--- config.mk ---
export PLATFORM = sky130hd
export DESIGN_NAME = tone_gen
export DESIGN_NICKNAME = d
export VERILOG_FILES = /design/src/rtl/tone_gen.sv
export SDC_FILE = /design/constraint.sdc
export NUM_CORES = 1
export LEC_CHECK = 0
export ABC_AREA = 1
export CAP_MARGIN = 20
export CORE_MARGIN = 2
export CORE_UTILIZATION = 25
export CTS_CLUSTER_SIZE = 20
export DETAILED_ROUTE_END_ITERATION = 10
export PLACE_DENSITY = 0.39
export REMOVE_ABC_BUFFERS = 1
export SYNTH_ARGS = -nofsm -noshare
export SYNTH_HDL_FRONTEND = slang
export SYNTH_SLANG_ARGS = --single-unit
--- constraint.sdc ---
create_clock -name clk -period 3.2 [get_ports clk]
set_input_delay 0.64 -clock clk [delete_from_list [all_inputs] [get_ports clk]]
set_output_delay 0.64 -clock clk [all_outputs]
set_load 0.01 [all_outputs]
--- src/rtl/tone_gen.sv ---
// Square-wave speaker driver: divides CLK_FREQ by 2*f to get a half-period,
// then toggles the speaker every half-period, retuning on half-period edges.
module tone_gen #(
    parameter int unsigned CLK_FREQ = 50_000_000
) (
    input  logic        clk,
    input  logic        reset,
    input  logic [31:0] desiredFrequency,
    output logic        spkr,
    output logic        busy,
    output logic        active
);

    typedef enum logic [1:0] {
        IDLE,
        DIVIDE,
        ARM
    } state_t;

    localparam logic [31:0] DIVIDEND = CLK_FREQ[31:0];

    state_t      state_q, state_d;
    logic [31:0] cur_freq_q, cur_freq_d;
    logic [31:0] half_q, half_d;
    logic [31:0] pend_q, pend_d;
    logic [31:0] cnt_q, cnt_d;
    logic        spkr_q, spkr_d;
    logic        busy_q, busy_d;
    logic        active_q, active_d;
    logic [31:0] rem_q, rem_d;
    logic [31:0] quo_q, quo_d;
    logic [5:0]  iter_q, iter_d;

    logic [32:0] divisor;
    logic [32:0] rem_sh;
    logic        fits;
    logic [31:0] rem_nx;
    logic [31:0] quo_nx;
    logic        term;

    // The partial remainder never exceeds the dividend prefix, so 32 bits
    // hold it; only the shifted value needs the 33rd bit for the compare.
    assign divisor = {cur_freq_q, 1'b0};
    assign rem_sh  = {rem_q, quo_q[31]};
    assign fits    = rem_sh >= divisor;
    assign rem_nx  = fits ? 32'(rem_sh - divisor) : rem_sh[31:0];
    assign quo_nx  = {quo_q[30:0], fits};
    assign term    = active_q && (cnt_q == half_q - 32'd1);

    // Next-state logic: tone counter runs in every state, FSM overrides.
    always_comb begin
        state_d    = state_q;
        cur_freq_d = cur_freq_q;
        half_d     = half_q;
        pend_d     = pend_q;
        cnt_d      = cnt_q;
        spkr_d     = spkr_q;
        busy_d     = busy_q;
        active_d   = active_q;
        rem_d      = rem_q;
        quo_d      = quo_q;
        iter_d     = iter_q;

        if (active_q) begin
            if (term) begin
                spkr_d = ~spkr_q;
                cnt_d  = 32'd0;
            end else begin
                cnt_d = cnt_q + 32'd1;
            end
        end

        unique case (state_q)
            IDLE: begin
                if (desiredFrequency != cur_freq_q) begin
                    cur_freq_d = desiredFrequency;
                    if (desiredFrequency == 32'd0) begin
                        active_d = 1'b0;
                        spkr_d   = 1'b0;
                        cnt_d    = 32'd0;
                    end else begin
                        state_d = DIVIDE;
                        busy_d  = 1'b1;
                        rem_d   = 32'd0;
                        quo_d   = DIVIDEND;
                        iter_d  = 6'd0;
                    end
                end
            end
            DIVIDE: begin
                rem_d  = rem_nx;
                quo_d  = quo_nx;
                iter_d = iter_q + 6'd1;
                if (iter_q == 6'd31) begin
                    pend_d  = (quo_nx == 32'd0) ? 32'd1 : quo_nx;
                    busy_d  = 1'b0;
                    state_d = ARM;
                end
            end
            ARM: begin
                if (!active_q) begin
                    half_d   = pend_q;
                    cnt_d    = 32'd0;
                    active_d = 1'b1;
                    spkr_d   = 1'b0;
                    state_d  = IDLE;
                end else if (term) begin
                    half_d  = pend_q;
                    state_d = IDLE;
                end
            end
            default: begin
                state_d = IDLE;
            end
        endcase
    end

    // State registers with synchronous reset.
    always_ff @(posedge clk) begin
        if (reset) begin
            state_q    <= IDLE;
            cur_freq_q <= 32'd0;
            half_q     <= 32'd0;
            pend_q     <= 32'd0;
            cnt_q      <= 32'd0;
            spkr_q     <= 1'b0;
            busy_q     <= 1'b0;
            active_q   <= 1'b0;
            rem_q      <= 32'd0;
            quo_q      <= 32'd0;
            iter_q     <= 6'd0;
        end else begin
            state_q    <= state_d;
            cur_freq_q <= cur_freq_d;
            half_q     <= half_d;
            pend_q     <= pend_d;
            cnt_q      <= cnt_d;
            spkr_q     <= spkr_d;
            busy_q     <= busy_d;
            active_q   <= active_d;
            rem_q      <= rem_d;
            quo_q      <= quo_d;
            iter_q     <= iter_d;
        end
    end

    assign spkr   = spkr_q;
    assign busy   = busy_q;
    assign active = active_q;

endmodule

==> metrics, run 1 <==
total negative setup slack 0 ps; clock tree buffer depth 3; Worst Path Required 3620 ps; port bufs 36; DR DRC count 0; GRT Util Overall 15.7%; vias per cell 4.64; Congestion Overflow GR 0; Post-CTS Setup Repair Bufs 0; Max Used Layer met4; post-place setup slack 119 ps; Max transition margin 29.5%; pin count of the biggest net entering global routing 68; Slowest-stage cell, CP fa_1; outcome finished, final reports clean; Final ANT Viol Nets 0; fraction of layout instances using a drive strength above 1 7.29%; pwr/cell area 469 mW/mm2; peak supply drop 374 uV; CP arrival 3300 ps; first-pass GRT wire length 62100 um; clk_lat worst skew 550 ps; sequential area share after synthesis 33.9%; sequential power share 39.9%; CP peak stage delay 400 ps; max_cap viols 0; Synth top area share 33.9%; switching part of the total 25.8%; # diodes 0; crit path time final 2880 ps; vias in the first global route 10700; final-report hold violation count 0; Root Driver clkbuf_16; die height 223 um; RSZ-0062 raised after global routing no; synthesized area per cell 6.91 um2; hold buffers post-CTS 0; Worst setup EP type flip-flop; WL met1 20900 um; largest area contributor in the netlist dfxtp_1; Initial DRC Count 655; Worst-Margin Slew 1060 ps; RD Place Congestion 0.890; Ys Warns 0; Post-synth EDFFs 0; top cells by area, synth dfxtp_1 34%, nand2_1 12%, a21oi_1 9.7%, inv_1 4.9%, nor2_1 4.9%; Synth Flop Type dfxtp_1; synthesized cell area 0.0120 mm2; Comb power frac 10.3%; Final Setup Violations 0; NetSw 1.70 mW; count of distinct cell types in the synthesized netlist 52; total die area 0.0498 mm2; max-slew violations 0; total power 6.58 mW; Worst-path clk slew 60 ps; drt wl/cell 16.2 um; Fmax 0.347 GHz; CP Launch Type flip-flop; flops & latches, synth 203; initial antenna violation count 0; Worst Reg-to-Reg Cells 14; H-tree Lvls 1; Clock Skew 15.2 ps; hold-critical path depth 2; Post-CTS Resized 0; WL final 38800 um; clock sinks 203; Core Footprint 0.0475 mm2; fin crit share 90.1%; row cnt 80; clock power share 49.7%; HP Class flip-flop to flip-flop; routed vias 11100; Core Util, Final 29.5%; Synth async-reset ratio 0%; critical-path maximum fanout 37; fin worst setup slack 318 ps; fillers 5238; metal3 WL 1550 um; total CTS buffers 26; Initial Utilization 25.2%; routed wl met2 15800 um; Syn-to-layout area delta 16.8%; Gate Count Post-Synth 1737; CP Cell Sequence inv_1, ha_1, fa_1, o21ai_1, a21oi_1, inv_1, a21oi_2, or2_2, nand3_2, buf_12, buf_12, o21ai_0, o211ai_1, a21oi_1; Internal 4.88 mW; CP Class flip-flop to flip-flop; CTS tree built; Lkg Pwr 5.55 nW; nets@finish 1834; Pre-antenna DRT Iters 5; HPWL Detailed 29500 um; I/O pin count 37; die width 223 um
worst max-delay path, delay by kind of cell (launching register included):
family / cells / cell delay, ps
simple gates: 2 / 390
compound gates: 6 / 840
fa+ha+maj: 2 / 620
buf+inv: 4 / 550
flops: 1 / 350
cell usage in the layout (no fill, tap or decap), types with 3 or more instances in the layout:
| cell type | instances |
|---|---|
| nor2_4 | 4 |
| nand4_1 | 40 |
| inv_1 | 157 |
| dfxtp_1 | 203 |
| xnor2_1 | 62 |
| buf_4 | 25 |
| nand3_1 | 91 |
| a21oi_1 | 233 |
| bufinv_16 | 5 |
| nand2_2 | 4 |
| clkbuf_16 | 27 |
| nand3_2 | 9 |
| o21ai_0 | 97 |
| clkinvlp_4 | 4 |
| ha_1 | 35 |
| buf_12 | 7 |
| nor3b_1 | 4 |
| nor4_1 | 16 |
| o21a_1 | 4 |
| nor2_1 | 155 |
| xor2_1 | 48 |
| o211ai_1 | 14 |
| clkdlybuf4s50_1 | 35 |
| nand2_4 | 3 |
| nand2_1 | 397 |
| nor2_2 | 11 |
| clkinv_1 | 3 |
| nand3b_1 | 5 |
| nor3_2 | 5 |
| clkbuf_8 | 5 |
| a21o_1 | 5 |
| or2_2 | 10 |
| o21bai_1 | 7 |
| a21boi_0 | 3 |
| clkinv_2 | 3 |
| nor3_1 | 23 |
Yosys cell counts, types with 16 or more instances:
master,count
nand2_1,398
a21oi_1,233
dfxtp_1,203
inv_1,158
nor2_1,157
o21ai_0,97
nand3_1,92
xnor2_1,62
xor2_1,48
clkbuf_1,45
nand4_1,40
ha_1,35
nor3_1,23
nor4_1,16
sequential cells by signal (all words and copies together), names as in the netlist:
signal and count:
active 1, cnt_q 32, cur_freq_q 32, half_q 32, state_q 2, busy 1
spkr 1, rem_q 32, iter_q 6, pend_q 32, quo_q 32
cell type report:
cell class	instances	area, um2	area share, %
Clock buffer	34	752	5.36
Clock inverter	14	213	1.52
Inverter	162	608	4.34
Multi-Input combinational cell	1304	6930	49.5
Sequential cell	203	4060	29.0
Tap cell	615	769	5.49
Timing Repair Buffer	67	678	4.84
power by group through the flow:
stage | Sequential, mW | Clock [mW] | Combinational, mW
after global routing | 2.63 | 3.46 | 0.765
final | 2.63 | 3.27 | 0.680
after CTS | 2.63 | 3.38 | 0.681
after floorplan | 2.67 | 0 | 0.387
after global placement | 2.68 | 0 | 0.680
after detailed placement | 2.68 | 0 | 0.677
through the flow:
| stage | area (um2) | hold WS [ps] | instances |
|---|---|---|---|
| finish | 14000 | 464 | 2399 |
| global route | 14000 | 479 | 2399 |
| CTS | 14000 | 464 | 2399 |
| detailed placement | 13100 | 457 | 2351 |
| global placement | 13100 | 452 | 2351 |
| floorplan | 11600 | 435 | 1669 |
path summary, 6_finish.rpt:
| check | start | to | slack, ps |
|---|---|---|---|
| setup reg to reg | rem_q[0] | rem_q[9] | 320 |
| hold reg to reg | pend_q[31] | pend_q[31] | 460 |
| setup / recovery | rem_q[0] | rem_q[9] | 320 |
| hold / removal | pend_q[31] | pend_q[31] | 460 |
layer usage:
metal / global-route usage [%] / up-vias
li1: - / 5812
met1: 24.2 / 5121
met2: 23.4 / 172
met3: 1.66 / 35
met4: 3.18 / 0
met5: 0 / -
cell families (layout without fill, tap and decap cells):
group,Yosys count,in the layout,share of synthesized area (%)
AO/OA/AOI/OAI,372,372,16.4
adder cells (fa/ha/maj),36,36,3.82
buffers and inverters,230,277,8.48
flip-flops,203,203,33.9
AND/OR/NAND/NOR,785,785,29.3
XOR/XNOR,111,111,8.22
No activity file was read; power rests on OpenSTA's default activity.
==> run 2: changes to the inputs <==
Settings changed: CTS_CLUSTER_DIAMETER set to 150.
==> run 2 against run 1 <==
Die area stayed put. Setup slack improved by 100 ps. Largest cell class unchanged. Global-route usage shrank 0.16 points. Sequential power hardly changed. Register-to-register slack improved by 100 ps. Worst hold slack better by 5.0 ps. Critical path type unchanged. Core utilization is 1.2 points lower. Sequential share of layout area is 1.2 points higher.
==> metrics, run 2 (same netlist as run 1, synthesis figures left out) <==
outcome finished, final reports clean; commonest non-fill, non-tap cells in the layout 397 x nand2_1, 233 x a21oi_1, 203 x dfxtp_1, 157 x inv_1, 155 x nor2_1; Worst Path Required 3580 ps (-40 ps); Syn-to-layout area delta 12.1%; CP arrival 3150 ps (-150 ps); Core Footprint 0.0475 mm2 (unchanged); CP Class flip-flop to flip-flop; Final Setup Violations 0 (unchanged); Crit path max-delay family compound AO/OA/AOI/OAI gates; CP Launch Type flip-flop; Root Driver clkbuf_16; total die area 0.0498 mm2 (unchanged); drt wl/cell 16.3 um (+0.41%); Lkg Pwr 5.28 nW (-4.8%); fraction of layout instances using a drive strength above 1 5.76% (-1.5 points); NetSw 1.45 mW (-14%); vias in the first global route 10700 (-0.87%); HP Class flip-flop to flip-flop; Setup crit start cur_freq_q[9]; sequential power share 51.2% (+11 points); worst path bufs/invs 4 (unchanged); Internal 3.67 mW (-25%); # diodes 0 (unchanged); CP peak stage delay 350 ps (-50 ps); clock power share 35.6% (-14 points); die width 223 um (unchanged); total power 5.12 mW (-22%); clock tree buffer depth 3 (unchanged); final-report hold violation count 0 (unchanged); fillers 5254 (+0.31%); crit path time final 2780 ps (-104 ps); HP Start pend_q[15]; peak supply drop 236 uV (-37%); Initial Utilization 25.2% (unchanged); fin crit share 86.8% (-3.3 points); Slowest-stage cell, CP dfxtp_1; Post-CTS Setup Repair Bufs 0 (unchanged); switching part of the total 28.3% (+2.5 points); Comb power frac 13.3% (+3.0 points); Final ANT Viol Nets 0 (unchanged); first-pass GRT wire length 61700 um (-0.67%); worst flop-to-flop path startpoint cur_freq_q[9]; HPWL Detailed 29500 um (unchanged); pin count of the biggest net entering global routing 68 (unchanged); RD Place Congestion 0.890 (unchanged); vias per cell 4.63 (-0.31%); Initial DRC Count 650 (-0.76%); CP Cell Sequence inv_1, ha_1, inv_1, o21bai_1, a21oi_1, o21ai_0, a21oi_2, or2_2, nand3_2, buf_12, buf_12, o21ai_0, o211ai_1, a21oi_1; Congestion Overflow GR 0 (unchanged); max-slew violations 0 (unchanged); WHS 469 ps (+5.05 ps); total CTS buffers 14 (-46%); RSZ-0062 raised after global routing no; die height 223 um (unchanged); H-tree Lvls 1 (unchanged); Worst setup EP type flip-flop; initial antenna violation count 0 (unchanged); Clock Skew 22.5 ps (+7.29 ps); WL final 38500 um (-0.93%); Fmax 0.360 GHz (+3.8%); Core Util, Final 28.3% (-1.2 points); Pre-antenna DRT Iters 7 (+2); Max transition margin 30.0% (+0.59 points); commonest non-fill, non-tap cell in the layout nand2_1; I/O pin count 37 (unchanged); max_cap viols 0 (unchanged); row cnt 80 (unchanged); R2R Setup Slk 420 ps (+100 ps); Worst-path clk slew 90 ps (+30 ps); GRT Util Overall 15.5% (-0.16 points); CTS tree built; port bufs 36 (unchanged); nets@finish 1822 (-0.65%); clk_lat worst skew 500 ps (-50 ps); routed vias 11000 (-1.6%); clock sinks 203 (unchanged); pwr/cell area 381 mW/mm2 (-19%); DR DRC count 0 (unchanged); critical-path maximum fanout 37 (unchanged); Worst-Margin Slew 1050 ps (-8.82 ps)
-- run 2: cell count changes in the layout (fill, tap and decap cells not counted), sizes merged --
cell	previous run	this run
clkinv	7	3
bufinv	5	0
clkinvlp	4	0
clkbuf	34	15
-- run 2: final timing paths --
kind | to | cells past startpoint
max | rem_q[9] | 14
min | pend_q[15] | 2
max reg2reg | rem_q[9] | 14
min reg2reg | pend_q[15] | 2
-- run 2: power groups by stage --
stage               clock network [mW]  registers, mW  logic, mW
finish                            1.82           2.62      0.680
global route                      1.98           2.63      0.767
CTS                               1.91           2.62      0.681
detailed placement                   0           2.68      0.677
global placement                     0           2.68      0.680
floorplan                            0           2.67      0.387
-- run 2: timing repair --
action                                  4_1_cts  5_1_grt
endpoints found under the setup margin        0        1
hold buffers                                  0        0
resized for setup                             0        1
-- run 2: worst register-to-register path, delay by kind of cell, from the launching register on --
kind / cells / cell delay, ps
buffers and inverters: 4 / 480
AO/OA/AOI/OAI: 7 / 1090
flip-flops: 1 / 350
AND/OR/NAND/NOR: 2 / 390
adder cells (fa/ha/maj): 1 / 350
-- run 2: cell type report --
cell class	instances	area [um2]	share of cell area [%]
tap	615	769	5.72
timing repair buffer	67	678	5.04
clock inverter	1	20.0	0.149
multi-input combinational	1304	6940	51.6
inverter	162	608	4.52
sequential	203	4060	30.2
clock buffer	15	375	2.79
-- run 2: layer usage --
metal | up-vias | global-route usage (%) | part of all wire (%)
met1 | 5043 | 24.0 | 54
li1 | 5768 | - | -
met2 | 129 | 23.3 | 41
met3 | 17 | 1.69 | 3.5
met4 | 0 | 2.51 | 1.2
met5 | - | 0 | 0
-- run 2: per-stage QoR --
step	setup WS, ps	cells	area [um2]	TNS, ps
2_1_floorplan	-1740	1669	11600	-58610
3_3_place_gp	131	2351	13100	0
3_5_place_dp	119	2351	13100	0
4_1_cts	281	2367	13400	0
5_1_grt	68.0	2367	13500	0
6_report	422	2367	13500	0
